### src/rtl/ballot_pkg.sv
// Shared types for the ballot collector: session state and the per-voter vote vector.
package ballot_pkg;

   localparam int N_VOTERS = 4;

   typedef enum logic [1:0] {
      IDLE = 2'd0,
      OPEN = 2'd1,
      DONE = 2'd2
   } state_t;

   typedef logic [N_VOTERS-1:0] vote_t;

endpackage

### src/rtl/ballot_collector_btn_edge_det.sv
// Rising-edge detector for a bank of level buttons; the history register tracks
// the input every cycle so a button held across a state change never fires late.
module btn_edge_det #(
   parameter int W = 4
) (
   input  logic         clk,
   input  logic         rst,
   input  logic [W-1:0] i_lvl,
   output logic [W-1:0] o_rise
);

   logic [W-1:0] r_q;

   always_ff @(posedge clk or posedge rst) begin
      if (rst) r_q <= '0;
      else     r_q <= i_lvl;
   end

   assign o_rise = i_lvl & ~r_q;

endmodule

### src/rtl/ballot_collector.sv
// Collects one yes/no ballot per voter per session and presents a frozen vote vector.
// Build option: define REVOTE_EN to allow ballot changes while open and disable auto-close.
module ballot_collector #(
   parameter int N_VOTERS       = ballot_pkg::N_VOTERS,
   parameter int TIMEOUT_CYCLES = 1000,
   parameter int CNT_W          = 16
) (
   input  logic                clk,
   input  logic                rst,
   input  logic                start_i,
   input  logic                close_i,
   input  logic [N_VOTERS-1:0] btn_yes_i,
   input  logic [N_VOTERS-1:0] btn_no_i,
   output logic [N_VOTERS-1:0] votes_o,
   output logic [N_VOTERS-1:0] cast_o,
   output logic                open_o,
   output logic                valid_o,
   output logic                timeout_o
);
   import ballot_pkg::*;

   localparam logic [CNT_W-1:0] LP_LAST = CNT_W'(TIMEOUT_CYCLES - 1);

   state_t              r_state, w_state_nxt;
   logic [N_VOTERS-1:0] r_votes, w_votes_nxt;
   logic [N_VOTERS-1:0] r_cast, w_cast_nxt;
   logic [CNT_W-1:0]    r_cnt, w_cnt_nxt;
   logic                r_timeout, w_timeout_nxt;

   logic [N_VOTERS-1:0] w_yes_rise, w_no_rise;
   logic [N_VOTERS-1:0] w_yes_ok, w_no_ok, w_rec;
   logic [N_VOTERS-1:0] w_cast_upd, w_votes_upd;
   logic                w_all_cast;

   btn_edge_det #(.W(N_VOTERS)) u_yes_edge (
      .clk    (clk),
      .rst    (rst),
      .i_lvl  (btn_yes_i),
      .o_rise (w_yes_rise)
   );

   btn_edge_det #(.W(N_VOTERS)) u_no_edge (
      .clk    (clk),
      .rst    (rst),
      .i_lvl  (btn_no_i),
      .o_rise (w_no_rise)
   );

   // A press counts only if the opposite button is released, so simultaneous yes+no cancels.
   assign w_yes_ok = w_yes_rise & ~btn_no_i;
   assign w_no_ok  = w_no_rise  & ~btn_yes_i;

`ifdef REVOTE_EN
   assign w_rec      = w_yes_ok | w_no_ok;
   assign w_all_cast = 1'b0;
`else
   assign w_rec      = (w_yes_ok | w_no_ok) & ~r_cast;
   assign w_all_cast = &w_cast_upd;
`endif

   assign w_cast_upd  = r_cast | w_rec;
   assign w_votes_upd = (r_votes & ~w_rec) | (w_yes_ok & w_rec);

   always_ff @(posedge clk or posedge rst) begin
      if (rst) begin
         r_state   <= IDLE;
         r_votes   <= '0;
         r_cast    <= '0;
         r_cnt     <= '0;
         r_timeout <= 1'b0;
      end else begin
         r_state   <= w_state_nxt;
         r_votes   <= w_votes_nxt;
         r_cast    <= w_cast_nxt;
         r_cnt     <= w_cnt_nxt;
         r_timeout <= w_timeout_nxt;
      end
   end

   always_comb begin
      w_state_nxt   = r_state;
      w_votes_nxt   = r_votes;
      w_cast_nxt    = r_cast;
      w_cnt_nxt     = r_cnt;
      w_timeout_nxt = r_timeout;
      unique case (r_state)
         IDLE, DONE: begin
            if (start_i) begin
               w_state_nxt   = OPEN;
               w_votes_nxt   = '0;
               w_cast_nxt    = '0;
               w_cnt_nxt     = '0;
               w_timeout_nxt = 1'b0;
            end
         end
         OPEN: begin
            w_votes_nxt = w_votes_upd;
            w_cast_nxt  = w_cast_upd;
            w_cnt_nxt   = r_cnt + 1'b1;
            // Voluntary closes take precedence over the timeout on the same edge.
            if (w_all_cast || close_i) begin
               w_state_nxt = DONE;
            end else if (r_cnt == LP_LAST) begin
               w_state_nxt   = DONE;
               w_timeout_nxt = 1'b1;
            end
         end
         default: w_state_nxt = IDLE;
      endcase
   end

   assign votes_o   = r_votes;
   assign cast_o    = r_cast;
   assign open_o    = (r_state == OPEN);
   assign valid_o   = (r_state == DONE);
   assign timeout_o = r_timeout;

endmodule
### config.mk
export PLATFORM = sky130hd
export DESIGN_NAME = ballot_collector
export DESIGN_NICKNAME = d
export VERILOG_FILES = /design/src/rtl/ballot_pkg.sv /design/src/rtl/ballot_collector_btn_edge_det.sv /design/src/rtl/ballot_collector.sv
export SDC_FILE = /design/constraint.sdc
export NUM_CORES = 1
export LEC_CHECK = 0
export CORE_MARGIN = 2
export CORE_UTILIZATION = 45
export DETAILED_ROUTE_END_ITERATION = 10
export PLACE_DENSITY = 0.65
export SYNTH_ARGS = -nofsm -noshare
export SYNTH_HDL_FRONTEND = slang
export SYNTH_SLANG_ARGS = --single-unit
### constraint.sdc
create_clock -name clk -period 2.03 [get_ports clk]
set_clock_uncertainty 0.1 [all_clocks]
set_input_delay 0.406 -clock clk [delete_from_list [all_inputs] [get_ports clk]]
set_output_delay 0.406 -clock clk [all_outputs]
set_load 0.02 [all_outputs]
**Word-level counts from Yosys, hierarchy flattened**

Cells that the tools add are included.

- Register bits: 35
- Input port bits: 12
- Output and inout port bits: 11

- $add $sub $neg: 1
- Eq/ne operators: 7
- Muxes and demuxes: 13
- Bitwise gates (word level): 16
- Reduce and logical (&&, ||, !) cells: 8

Operator list:

| operator | number |
|---|---|
| 16-bit case mux with 2 select lines | 1 |
| 4-bit bitwise AND | 7 |
| 4-bit inverter | 6 |
| 16-bit by 1-bit adder with 16-bit output (second input constant) | 1 |
| 16-bit by 10-bit == test with 1-bit output (second input constant) | 1 |
| 16-bit two-way mux | 1 |
| 4-bit case mux with 2 select lines | 2 |
| 4-bit OR | 3 |
| 4-bit AND reduction | 2 |
| 2-bit two-way mux | 3 |
| 4-bit two-way mux | 1 |
| 2-bit != test (second input constant) | 2 |
| 2-bit case mux with 2 select lines | 1 |
| 2-bit AND reduction | 2 |
| 1-bit two-way mux | 3 |
| 3-bit by 1-bit != test with 1-bit output (second input constant) | 1 |
| 2-bit by 1-bit == test with 1-bit output (second input constant) | 1 |
| 2-bit == test (second input constant) | 1 |
| 2-bit logical NOT | 1 |
| 2-bit by 1-bit != test with 1-bit output (second input constant) | 1 |
| 1-bit case mux with 2 select lines | 1 |
| 2-bit nonzero test | 1 |
| 2-bit OR reduction | 1 |
| 1-bit logical OR | 1 |

**Logic depth before layout (Yosys ltp)**

- Depth in word-level cells: 10
- Depth in mapped cells: 7

**Modules after synthesis**

From an unflattened synthesis, not the netlist that was laid out.

- Cells, all modules: 165
- Area total of the unflattened synthesis: 1814.2 sq um

Modules (own cells, without submodules):

| module | instances | cells each | area an instance (sq um) | seq. area each (sq um) |
|---|---|---|---|---|
| ballot_collector | 1 | 147 | 1496.4 | 675.6 |
| btn_edge_det | 2 | 9 | 158.9 | 100.1 |

**Least setup slack after synthesis**

Ideal clock, no wire load.

- Path type: reg2reg
- Start point: reg r_cnt[3]
- End point: reg r_state[1]
- Arrival time: 1.457 ns
- Setup slack: 0.408 ns
- Cell stages (with the launch flop): 5
- Path buffers: 0
- Cell sequence: dfrtp_1 -> or4_4 -> nor4_4 -> o21a_1 -> a221o_2

- Cells in the longest elaborated chain, start to end: 3

Ends and longest elaborated chain:

| element | RTL line | text |
|---|---|---|
| from (decl) | ballot_collector.sv:27 | `logic [CNT_W-1:0] r_cnt, w_cnt_nxt;` |
| from (signal assigned) | ballot_collector.sv:75 | `r_cnt <= w_cnt_nxt;` |
| 16-bit by 10-bit == test with 1-bit output | ballot_collector.sv:103 | `end else if (r_cnt == LP_LAST) begin` |
| 3-bit by 1-bit != test with 1-bit output (no line) | n/a |  |
| 2-bit AND reduction (no line) | n/a |  |
| to (signal assigned) | ballot_collector.sv:72 | `r_state <= w_state_nxt;` |
| to (decl) | ballot_collector.sv:24 | `state_t r_state, w_state_nxt;` |

No other way between the ends.
A chain may end at the register's enable or synchronous reset.

**Worst setup path after layout**

- Start point: reg r_cast[3] (netlist: cast_o[3])
- End point: out cast_o[3]

RTL lines:

| element | RTL line | text |
|---|---|---|
| from (decl) | ballot_collector.sv:26 | `logic [N_VOTERS-1:0] r_cast, w_cast_nxt;` |
| from (signal assigned) | ballot_collector.sv:74 | `r_cast <= w_cast_nxt;` |
| to (decl) | ballot_collector.sv:15 | `output logic [N_VOTERS-1:0] cast_o,` |

No word-level cell between the ends.

==> key figures <==
Global route
  – GRT Residual Overflow: 0
  – Antenna violations before repair: 0
  – First-pass GRT wire length: 5810 um
  – Largest net degree at the start of global routing: 36
  – Vias in the first global route: 1244
  – GRT Util Overall: 18.0%

CTS
  – Post-CTS resize count: 2
  – CTS Sinks: 35
  – Clock slew at the register clock pins of the worst setup and hold paths: 0.10 ns
  – Clk_lat worst skew: 0.33 ns
  – CTS max path bufs: 2
  – Total clock buffers created by CTS: 5
  – Post-CTS Setup Bufs: 0
  – H-tree depth reported by CTS: 2
  – CTS tree: yes
  – # hold bufs at CTS: 0
  – Clock root buffer: clkbuf_4

Worst hold path
  – Hold Path Class: in -> async

Setup path
  – Reg2reg start: r_cnt[0]$_DFFE_PP0P_
  – Reg2Reg Setup Slack: 0.23 ns
  – Critical path launch point: cast_o[3]$_DFFE_PP0P_
  – Worst Setup Path Type: reg -> out
  – CP max stage delay: 0.63 ns
  – Slowest CP cell: clkdlybuf4s50_1
  – Critical Path AT: 1.38 ns
  – CP Launch Type: register
  – Cell family with most CP delay: buffers and inverters
  – Ordered list of cells on the worst path: clkdlybuf4s50_1
  – Buf/Inv on CP: 1
  – RR Endpoint: r_cnt[12]$_DFFE_PP0P_
  – Worst-path fanout max: 5
  – FF-to-FF path depth: 5
  – Worst setup EP type: output port
  – Worst path required time: 1.52 ns

Timing
  – Fin crit period: 1.89 ns
  – Final-report hold violation count: 0
  – # setup viols final: 0
  – Fmax: 0.530 GHz
  – Unrepaired setup endpoints after global routing: false
  – Sum Neg Setup Slack: 0 ns
  – Max-slew violations: 0
  – Relative slew slack: 70.3%
  – Worst slew pin tran: 0.442 ns
  – Final Cycle Share: 92.9%

Synthesis
  – Simple-Gate Fraction of Synth Area: 23.7%
  – Seq/Total Area, Yosys: 53.7%
  – Synth Area in XOR/XNOR: 0%
  – EDFF count, synth: 0
  – Ys flop type: dfrtp_1
  – Synth warn: 0
  – Synthesized instance count: 153
  – Mapped Nets: 166
  – Fraction of registers with async set/reset: 100%
  – Adder-cell share of the synthesized area: 0.767%
  – Compound-Gate Fraction of Synth Area: 15.3%
  – Largest family of logic cells by synthesized area: simple AND/OR/NAND/NOR gates
  – Avg Inst Size Synth: 10.7 um2
  – Mapped cell area: 0.00163 mm2
  – Yosys reg bits: 35
  – Distinct cells, synth: 38
  – Mux cell area share after synthesis: 3.68%

Power and ir drop
  – P per Cell Area: 818 mW/mm2
  – Maximum vdd drop: 0.410 mV
  – Static Leak: 0.877 nW
  – Pwr Total: 1.63 mW

Finish
  – Finished Layout Cells: 232
  – Area Growth Syn to Fin: 22.1%
  – Fillers: 313
  – Ant diodes: 0
  – Layout cells sized above 1: 11.3%
  – Design area: 0.00199 mm2
  – Layout Nets: 198

Detailed routing
  – Post-route ant nets: 0
  – Post-DR vias/cell: 5.44
  – Drt first pass iters: 4
  – Routed WL per cell: 14.1 um
  – Initial DRC count: 65
  – Vias: 1263
  – Detailed-route DRC error count: 0
  – Routed WL: 3280 um

Placed design
  – Count of input and output buffers: 22
  – DP Cell Count: 224
  – Dpl cell area: 0.00194 mm2
  – Dpl hpwl: 2340 um
  – RePlAce Congestion: 0.757

Die
  – IO Pins: 23
  – Effective utilization at floorplan: 47.8%
  – Die Footprint: 0.00412 mm2
  – Row count: 21
  – Die width: 64.2 um
  – Placeable Area: 0.00342 mm2
  – Die H: 64.2 um

Run status
  – Outcome: complete, no violations

Flow run
  – Max Cap Violations: 0
tightest hold or removal path: stages:
cell and delay, ns:
clkdlybuf4s50_1 0.39, inv_1 0.05, buf_4 0.38
sequential cells by signal, summed over array words and instances (netlist names):
name and cells:
cast_o 4, r_cnt 16, r_state 2, timeout_o 1
u_no_edge.r_q 4, u_yes_edge.r_q 4, votes_o 4
worst max-delay path by stage:
stage / to / cells past startpoint
floorplan: r_state[1]$_DFFE_PP0P_ / 4
global placement: r_state[1]$_DFFE_PP0P_ / 6
detailed placement: r_state[1]$_DFFE_PP0P_ / 6
CTS: cast_o[0] / 1
global route: r_cnt[12]$_DFFE_PP0P_ / 5
finish: cast_o[3] / 1
layout by cell type, fill, tap and decap left out, types with 3 or more instances in the layout:
cell and n:
nor2_1 13, o21a_1 5, nand2_1 18, nor3_1 3, inv_1 4, o41ai_1 3, o21ai_0 7, dfrtp_1 35
o31ai_1 4, clkdlybuf4s50_1 20, o211ai_1 3, mux2i_1 6, clkbuf_4 5, buf_4 9, nor3b_1 7, a22o_1 3
nand3_1 7
synth_stat cells, types with 2 or more instances:
cell	n	area [um2]
dfrtp_1	35	876
nand2_1	18	67.6
nor2_1	13	48.8
nand3_1	7	35.0
nor3b_1	7	52.6
o21ai_0	7	35.0
mux2i_1	6	60.1
clkbuf_1	5	18.8
o21a_1	5	37.5
inv_1	4	15.0
o31ai_1	4	30.0
a22o_1	3	26.3
nor3_1	3	15.0
o211ai_1	3	22.5
o41ai_1	3	26.3
a21o_1	2	15.0
and3_1	2	12.5
nand2b_1	2	12.5
nand4_1	2	12.5
nor4_1	2	12.5
o21bai_1	2	15.0
o311ai_0	2	17.5
final cells by class:
class	instances	area [um2]	area share (%)
Sequential cell	35	876	44.0
Multi-Input combinational cell	108	708	35.6
Timing Repair Buffer	31	285	14.3
Tap cell	46	57.6	2.89
Clock buffer	7	45.0	2.26
Inverter	4	15.0	0.754
Clock inverter	1	5.00	0.251
cells by family after synthesis:
family | count (synthesis)
AO/OA/AOI/OAI | 34
adder cells (fa/ha/maj) | 1
buffers and inverters | 10
flip-flops | 35
multiplexers | 6
AND/OR/NAND/NOR | 67
metal layers:
| layer | share of wire [%] | vias to the layer above | global-route usage (%) |
|---|---|---|---|
| met1 | 48 | 614 | 24.0 |
| met3 | 3.2 | 4 | 4.93 |
| met2 | 48 | 15 | 29.4 |
| li1 | - | 630 | - |
| met5 | 0 | - | 0 |
| met4 | 0.73 | 0 | 3.99 |
power by group:
part | switching (mW) | internal [mW] | total, mW
registers | 0.0670 | 0.769 | 0.836
logic | 0.237 | 0.201 | 0.438
clock network | 0.220 | 0.135 | 0.355
through the flow:
step | setup WS [ns] | utilization, % | hold WS [ns]
CTS | 0.126 | 58.3 | 0.376
global route | 0.0676 | 58.3 | 0.402
detailed placement | -0.0733 | 56.9 | 0.369
global placement | -0.0312 | 56.9 | 0.364
finish | 0.144 | 58.3 | 0.368
floorplan | 0.408 | - | 0.337
No activity file was read; power rests on OpenSTA's default activity.
